===== src/rtl/stream_packer_if.sv =====
// Bundles the narrow input stream and the packed output stream of stream_packer.
// The slave modport is the packer's view; master is the producer/consumer side.
interface stream_packer_if #(
    parameter int IN_W  = 4,
    parameter int RATIO = 4
);
    localparam int OUT_W = IN_W * RATIO;
    localparam int CW    = $clog2(RATIO + 1);

    logic             up_valid;
    logic [IN_W-1:0]  up_data;
    logic             up_last;
    logic             up_ready;

    logic             down_ready;
    logic             down_valid;
    logic [OUT_W-1:0] down_data;
    logic [CW-1:0]    down_count;
    logic             down_last;

    modport master (
        output up_valid, up_data, up_last, down_ready,
        input  up_ready, down_valid, down_data, down_count, down_last
    );

    modport slave (
        input  up_valid, up_data, up_last, down_ready,
        output up_ready, down_valid, down_data, down_count, down_last
    );
endinterface


===== src/rtl/stream_packer.sv =====
// Packs RATIO narrow beats (lane 0 first) into one wide word on a registered
// valid/ready output; a packet-end beat flushes a partial word with its lane count.
module stream_packer #(
    parameter int IN_W  = 4,
    parameter int RATIO = 4
) (
    input  logic           clk,
    input  logic           rst,
    stream_packer_if.slave bus
);
    localparam int OUT_W = IN_W * RATIO;
    localparam int CW    = $clog2(RATIO + 1);
    localparam int LW    = $clog2(RATIO);
    localparam logic [LW-1:0] LAST_LANE = LW'(RATIO - 1);

    logic [OUT_W-1:0] acc_q, acc_d;
    logic [LW-1:0]    cnt_q, cnt_d;
    logic             down_valid_q, down_valid_d;
    logic [OUT_W-1:0] down_data_q, down_data_d;
    logic [CW-1:0]    down_count_q, down_count_d;
    logic             down_last_q, down_last_d;

    logic             up_ready;
    logic             accept;
    logic             completing;
    logic [OUT_W-1:0] packed_word;
    logic [OUT_W-1:0] acc_written;

    // Input may only advance when the output register is free or draining this cycle.
    assign up_ready   = !down_valid_q || bus.down_ready;
    assign accept     = bus.up_valid && up_ready;
    assign completing = bus.up_last || (cnt_q == LAST_LANE);

    genvar gi;
    generate
        for (gi = 0; gi < RATIO; gi++) begin : g_lane
            localparam logic [LW-1:0] LANE = LW'(gi);
            // Lanes above the current index are forced to zero on a flush.
            assign packed_word[gi*IN_W +: IN_W] =
                (LANE < cnt_q)  ? acc_q[gi*IN_W +: IN_W] :
                (LANE == cnt_q) ? bus.up_data            :
                                  {IN_W{1'b0}};
            assign acc_written[gi*IN_W +: IN_W] =
                (LANE == cnt_q) ? bus.up_data : acc_q[gi*IN_W +: IN_W];
        end
    endgenerate

    always_comb begin
        acc_d        = acc_q;
        cnt_d        = cnt_q;
        down_valid_d = down_valid_q;
        down_data_d  = down_data_q;
        down_count_d = down_count_q;
        down_last_d  = down_last_q;

        if (down_valid_q && bus.down_ready) begin
            down_valid_d = 1'b0;
        end

        if (accept) begin
            if (completing) begin
                down_data_d  = packed_word;
                down_count_d = CW'(cnt_q) + CW'(1);
                down_last_d  = bus.up_last;
                down_valid_d = 1'b1;
                acc_d        = '0;
                cnt_d        = '0;
            end else begin
                acc_d = acc_written;
                cnt_d = cnt_q + LW'(1);
            end
        end
    end

    always_ff @(posedge clk) begin
        if (!rst) begin
            acc_q        <= '0;
            cnt_q        <= '0;
            down_valid_q <= 1'b0;
            down_data_q  <= '0;
            down_count_q <= '0;
            down_last_q  <= 1'b0;
        end else begin
            acc_q        <= acc_d;
            cnt_q        <= cnt_d;
            down_valid_q <= down_valid_d;
            down_data_q  <= down_data_d;
            down_count_q <= down_count_d;
            down_last_q  <= down_last_d;
        end
    end

    assign bus.up_ready   = up_ready;
    assign bus.down_valid = down_valid_q;
    assign bus.down_data  = down_data_q;
    assign bus.down_count = down_count_q;
    assign bus.down_last  = down_last_q;
endmodule

===== src/flat_wrapper.sv =====
// flat-port wrapper written by rule: the top's interface ports become plain ports
module stream_packer_flat 
#(
    parameter int IN_W  = 4,
    parameter int RATIO = 4
)
  (clk, rst, bus_up_valid, bus_up_data, bus_up_last, bus_down_ready, bus_up_ready, bus_down_valid, bus_down_data, bus_down_count, bus_down_last);
  stream_packer_if #(.IN_W(IN_W), .RATIO(RATIO)) bus_i ();
  input  logic clk;
  input  logic rst;
  input wire logic [$bits(bus_i.up_valid)-1:0] bus_up_valid;
  input wire logic [$bits(bus_i.up_data)-1:0] bus_up_data;
  input wire logic [$bits(bus_i.up_last)-1:0] bus_up_last;
  input wire logic [$bits(bus_i.down_ready)-1:0] bus_down_ready;
  output wire logic [$bits(bus_i.up_ready)-1:0] bus_up_ready;
  output wire logic [$bits(bus_i.down_valid)-1:0] bus_down_valid;
  output wire logic [$bits(bus_i.down_data)-1:0] bus_down_data;
  output wire logic [$bits(bus_i.down_count)-1:0] bus_down_count;
  output wire logic [$bits(bus_i.down_last)-1:0] bus_down_last;
  assign bus_i.up_valid = bus_up_valid;
  assign bus_i.up_data = bus_up_data;
  assign bus_i.up_last = bus_up_last;
  assign bus_i.down_ready = bus_down_ready;
  assign bus_up_ready = bus_i.up_ready;
  assign bus_down_valid = bus_i.down_valid;
  assign bus_down_data = bus_i.down_data;
  assign bus_down_count = bus_i.down_count;
  assign bus_down_last = bus_i.down_last;
  stream_packer #(.IN_W(IN_W), .RATIO(RATIO)) u_core (.clk(clk), .rst(rst), .bus(bus_i));
endmodule

===== config.mk =====
export PLATFORM = sky130hd
export DESIGN_NAME = stream_packer_flat
export DESIGN_NICKNAME = d
export VERILOG_FILES = /design/src/rtl/stream_packer_if.sv /design/src/rtl/stream_packer.sv /design/src/flat_wrapper.sv
export SDC_FILE = /design/constraint.sdc
export NUM_CORES = 1
export LEC_CHECK = 0
export BUFFER_PORTS_ARGS = -buffer_cell sky130_fd_sc_hd__buf_2
export CAP_MARGIN = 30
export CORE_MARGIN = 3
export CORE_UTILIZATION = 48
export DETAILED_ROUTE_END_ITERATION = 8
export PLACE_DENSITY_LB_ADDON = 0.05
export SYNTH_ARGS = -nofsm -noshare
export SYNTH_HDL_FRONTEND = slang
export SYNTH_SLANG_ARGS = --single-unit

===== constraint.sdc =====
create_clock -name clk -period 1.46 [get_ports clk]
set_clock_uncertainty 0.15 [all_clocks]
set_input_delay 0.146 -clock clk [delete_from_list [all_inputs] [get_ports clk]]
set_output_delay 0.146 -clock clk [all_outputs]
set_load 0.1 [all_outputs]

[Word level (Yosys, flattened, before mapping)]
Cells that the tools add are included.
Storage, ports and cells
  register bits after elaboration: 39
  input port bits: 9
  output and inout bits: 22
  word-level logic and storage cells: 51
Cells by class
  add/sub/neg operators: 2
  $lt $le $gt $ge: 4
  equal/unequal tests: 4
  mux-type cells: 17
  reductions and logical operators: 15
Operator list (count)
  $mux 4: 12
  $mux 16: 1
  $reduce_and 2->1: 5
  $reduce_bool 2->1: 4
  $eq 2x2->1 const A: 2
  $lt 1x2->1 const A: 2
  $lt 2x2->1 const A: 2
  $add 2x1->3 const B: 1
  $mux 1: 3
  $add 2x1->2 const B: 1
  $eq 1x2->1 const A: 1
  $eq 2x2->1 const B: 1
  $logic_and 1x1->1: 2
  $logic_not 2->1: 1
  $logic_or 1x1->1: 2
  $mux 2: 1
  $logic_not 1->1: 1

[Logic depth before layout (Yosys ltp)]
  depth in word-level cells: 4
  gate-level depth with buffers: 6

[Worst setup path after synthesis]
No wires, ideal clock.
  path kind: reg-to-reg
  start: register u_core.down_valid_q, in the netlist u_core.bus.down_valid
  end: register u_core.down_data_q[0], in the netlist u_core.bus.down_data[0]
  library setup time: 141 ps
  data arrival time: 1962 ps
  path slack: -792 ps
  cell stages (with the launch flop): 7
  period minus slack after synthesis: 2252 ps
  path through: dfxtp_1 > nor2b_1 > buf_6 > inv_2 > buf_2 > a31oi_1 > a211oi_1
Between the ends
  longest elaborated chain between the ends: 4
RTL lines
  start, declared: RTL line stream_packer.sv:18  | logic down_valid_q, down_valid_d;
  start signal, assigned: RTL line stream_packer.sv:86  | down_valid_q <= down_valid_d;
  $logic_not 1->1: RTL line stream_packer.sv:30  | assign up_ready = !down_valid_q || bus.down_ready;
  $logic_or 1x1->1: RTL line stream_packer.sv:30
  net bus_up_ready: RTL line flat_wrapper.sv:15  | output wire logic [$bits(bus_i.up_ready)-1:0] bus_up_ready;
  $logic_and 1x1->1: RTL line stream_packer.sv:31  | assign accept = bus.up_valid && up_ready;
  $reduce_and 2->1 (no line)
  end signal, assigned: RTL line stream_packer.sv:87  | down_data_q <= down_data_d;
  end, declared: RTL line stream_packer.sv:19  | logic [OUT_W-1:0] down_data_q, down_data_d;
The timed path passes the listed nets, and every way through them passes these cells.
A chain may end at the register's enable or synchronous reset.

[Final worst setup path]
  start: register u_core.cnt_q[1]
  end: register u_core.down_data_q[2], in the netlist u_core.bus.down_data[2]
Between the ends
  longest elaborated chain between the ends: 3
RTL lines
  start, declared: RTL line stream_packer.sv:17  | logic [LW-1:0] cnt_q, cnt_d;
  start signal, assigned: RTL line stream_packer.sv:85  | cnt_q <= cnt_d;
  $logic_not 2->1 or $eq 2x2->1 (tied branches): RTL line stream_packer.sv:41, stream_packer.sv:32
  $mux 4 or $logic_or 1x1->1 (tied branches): RTL line stream_packer.sv:41, stream_packer.sv:32
  $mux 4 or $reduce_and 2->1 (tied branches)
Parallel ways exist; a longest one is shown, timed or not.

==> flow_summary_export.csv <==
group,metric,value,unit
outcome,status,"complete, but fails checks",
outcome,violations,"negative setup slack",
grt,grt_pass1_vias,1336,
timing,max_freq,680,MHz
synth,yosys_warnings,0,
timing,fin_setup_tns,-0.0400,ns
synth,ys_top_cells_by_count,"35 x dfxtp_1, 22 x nand2_1, 16 x o22ai_1",
grt,grt_util_all_layers,23.8,%
route,drt_first_iter_violations,121,
power_and_ir_drop,ir_drop,0.687,mV
timing,rsz0062_at_grt,"yes",
setup_path,crit_path_cell_trace,"inv_1 -> ha_4 -> buf_4 -> mux2i_1 -> a211oi_1",
grt,grt_pass1_wl,6.61,mm
route,drc,0,
final_layout,fill_cells,231,
final_layout,nets,226,
synth,synthArstFlopShare,0,%
setup_path,crit_type,"flip-flop to flip-flop",
min_path,hold_path_class,"input pin to flip-flop",
grt,grt_max_degree,23,
synth,synth_seq_cells,35,
synth,synth-edff-count,0,
floorplanning,io_pins,31,
floorplanning,rows,19,
timing,period_needed,1.47,ns
power_and_ir_drop,p_per_area,988,nW/um^2
route,wire_per_inst,16.3,um
grt,antenna_found_initial,0,
clocking,cts_inserted_buffers,5,
clocking,clk_pin_slew,0.12,ns
clocking,cts.sinks,35,
placed_design,place_area,1790,sq um
flow_run,cap_violations,0,
synth,synthCells,165,
setup_path,cp.required,1.56,ns
timing,worst_slack,-0.0105,ns
synth,synthTopCellsByArea,"dfxtp_1 46%, o22ai_1 6.6%, a211oi_1 6.5%",
synth,synth_largest_area_cell,"dfxtp_1",
clocking,tritoncts,"yes",
synth,syn_area,1510,sq um
floorplanning,die_h,62.1,um
final_layout,regArea,712,sq um
setup_path,max_stage_delay,0.38,ns
route,routed_wirelength,4.17,mm
placed_design,finalWeightedCongestion,0.868,
timing,slew_headroom,67.7,%
setup_path,critPathSlowestCell,"dfxtp_4",
setup_path,end_kind,"flip-flop",
floorplanning,die_w,62.1,um
route,drtAntennaViolNets,0,
clocking,htreeDepth,2,
clocking,cts_buffer_depth,2,
timing,setup_viol,6,
floorplanning,core_area,2880,sq um
timing,slew_viol_final,0,
synth,synth_cell_types,29,
placed_design,dp_slack,-0.0753,ns
timing,worstMarginPinSlew,0.488,ns
floorplanning,start_util,52.5,%
synth,yosysMostFrequentCell,"dfxtp_1",
route,vias,1479,
clocking,clk_latency,0.36,ns
final_layout,fin_area,2100,sq um
power_and_ir_drop,total_power,2.07,mW
route,routed_via_density,5.78,
grt,grt_overflow_total,0,
placed_design,hpwl,2.78,mm
setup_path,path_max_fanout,4,
synth,synth_top_area_share,46.4,%
final_layout,multi_input_area,838,sq um
route,drtPass1Iterations,4,
synth,syn-num-nets,178,
floorplanning,dieArea,3860,sq um
setup_path,cp_data_arrival_time,1.57,ns
synth,seq_area_frac_synth,46.4,%
synth,synth_top_flop_cell,"dfxtp_1",
synth,syn_area_per_cell,9.15,sq um
placed_design,io_buffer_count,30,
timing,hold_viol_final,0,
final_layout,area_growth,38.9,%
power_and_ir_drop,p_leak,0.826,nW
final_layout,drive_gt1_share,40.2,%
final_layout,diodes,0,
timing,holdWs,0.0290,ns
timing,post-route-period-util,101,%
clocking,root_buffer,"clkbuf_4",
setup_path,cp-start-kind,"flip-flop",
## flip-flops by register name (all words and copies together) (netlist names)
signal,flops
u_core.bus.down_data,16
u_core.acc_q,12
u_core.bus.down_count,3
u_core.cnt_q,2
u_core.bus.down_last,1
u_core.bus.down_valid,1
## logic make-up (layout without fill, tap and decap cells)
group                    count (synthesis)  after routing  share of synthesized area [%]
AND/OR/NAND/NOR                         44             44                           15.5
flip-flops                              35             35                           46.4
buffers and inverters                   19             68                           6.46
multiplexers                             5              5                           3.31
AO/OA/AOI/OAI                           58             58                           25.0
adder cells (fa/ha/maj)                  4              4                           3.31
## metrics by stage
| stage | std cells | utilization (%) |
|---|---|---|
| floorplan | 165 | - |
| global placement | 237 | 62.3 |
| detailed placement | 237 | 62.3 |
| CTS | 250 | 66.2 |
| global route | 256 | 72.9 |
| finish | 256 | 72.9 |
## critical path: cells and delay by family (launching register included)
| kind | cells | cell delay (ns) |
|---|---|---|
| muxes | 1 | 0.24 |
| buffers and inverters | 2 | 0.31 |
| adders and majority gates | 1 | 0.18 |
| AOI/OAI and AO/OA | 1 | 0.10 |
| DFF | 1 | 0.38 |
## placed cells by master, fill, tap and decap left out, types with 2 or more instances in the layout
cell type / instances
dfxtp_1: 32
nand2_1: 22
clkbuf_4: 21
o22ai_1: 16
buf_4: 16
buf_2: 13
a31oi_1: 12
a211oi_1: 10
nand4_1: 5
mux2i_1: 5
a21oi_1: 5
buf_6: 5
a22oi_1: 4
and3b_1: 4
ha_4: 4
inv_1: 3
nor3_1: 3
nor3_2: 3
a211oi_2: 3
dfxtp_4: 3
inv_2: 2
nor2b_4: 2
o21ai_0: 2
a21oi_2: 2
clkinvlp_4: 2
## layout make-up
cell class	instances	area share (%)
clock buffer	5	1.79
clock inverter	3	0.954
inverter	6	1.31
multi-input combinational	111	40.0
sequential	35	33.9
tap	42	2.50
timing repair buffer	53	19.4
timing repair inverter	1	0.179
## power by group
part	switching, mW	internal, mW	leakage (nW)	total (mW)
registers	0.0226	0.989	0.287	1.01
clock network	0.356	0.183	0.0272	0.540
logic	0.375	0.147	0.511	0.522
## repair_timing
| item | in CTS | in global routing |
|---|---|---|
| pin swaps | 2 | 15 |
| setup buffers | 3 | 6 |
| gates cloned | 1 | 0 |
| hold buffers | 1 | 0 |
| endpoints found under the setup margin | 26 | 44 |
| hold endpoints to repair | 1 | 0 |
| resized for setup | 7 | 38 |
## layer usage
layer  global-route usage (%)  vias to the layer above  share of wire, %
li1                         -                      716                 -
met1                     32.0                      710                47
met2                     36.2                       47                47
met3                     8.47                        6               5.2
met4                     6.36                        0               1.1
met5                        0                        -                 0
## path summary, 6_finish.rpt
path | from | to | slack (ns) | cells past startpoint
max | u_core.cnt_q[1]$_SDFFE_PN0P_ | u_core.bus.down_data[2]$_SDFFE_PN0P_ | -0.01 | 5
min | bus_up_data[1] | u_core.acc_q[1]$_SDFFE_PN0P_ | 0.03 | 3
max reg2reg | u_core.cnt_q[1]$_SDFFE_PN0P_ | u_core.bus.down_data[2]$_SDFFE_PN0P_ | -0.01 | 5
min reg2reg | u_core.bus.down_data[13]$_SDFFE_PN0P_ | u_core.bus.down_data[13]$_SDFFE_PN0P_ | 0.33 | 2
(Power assumes the default switching activity.)
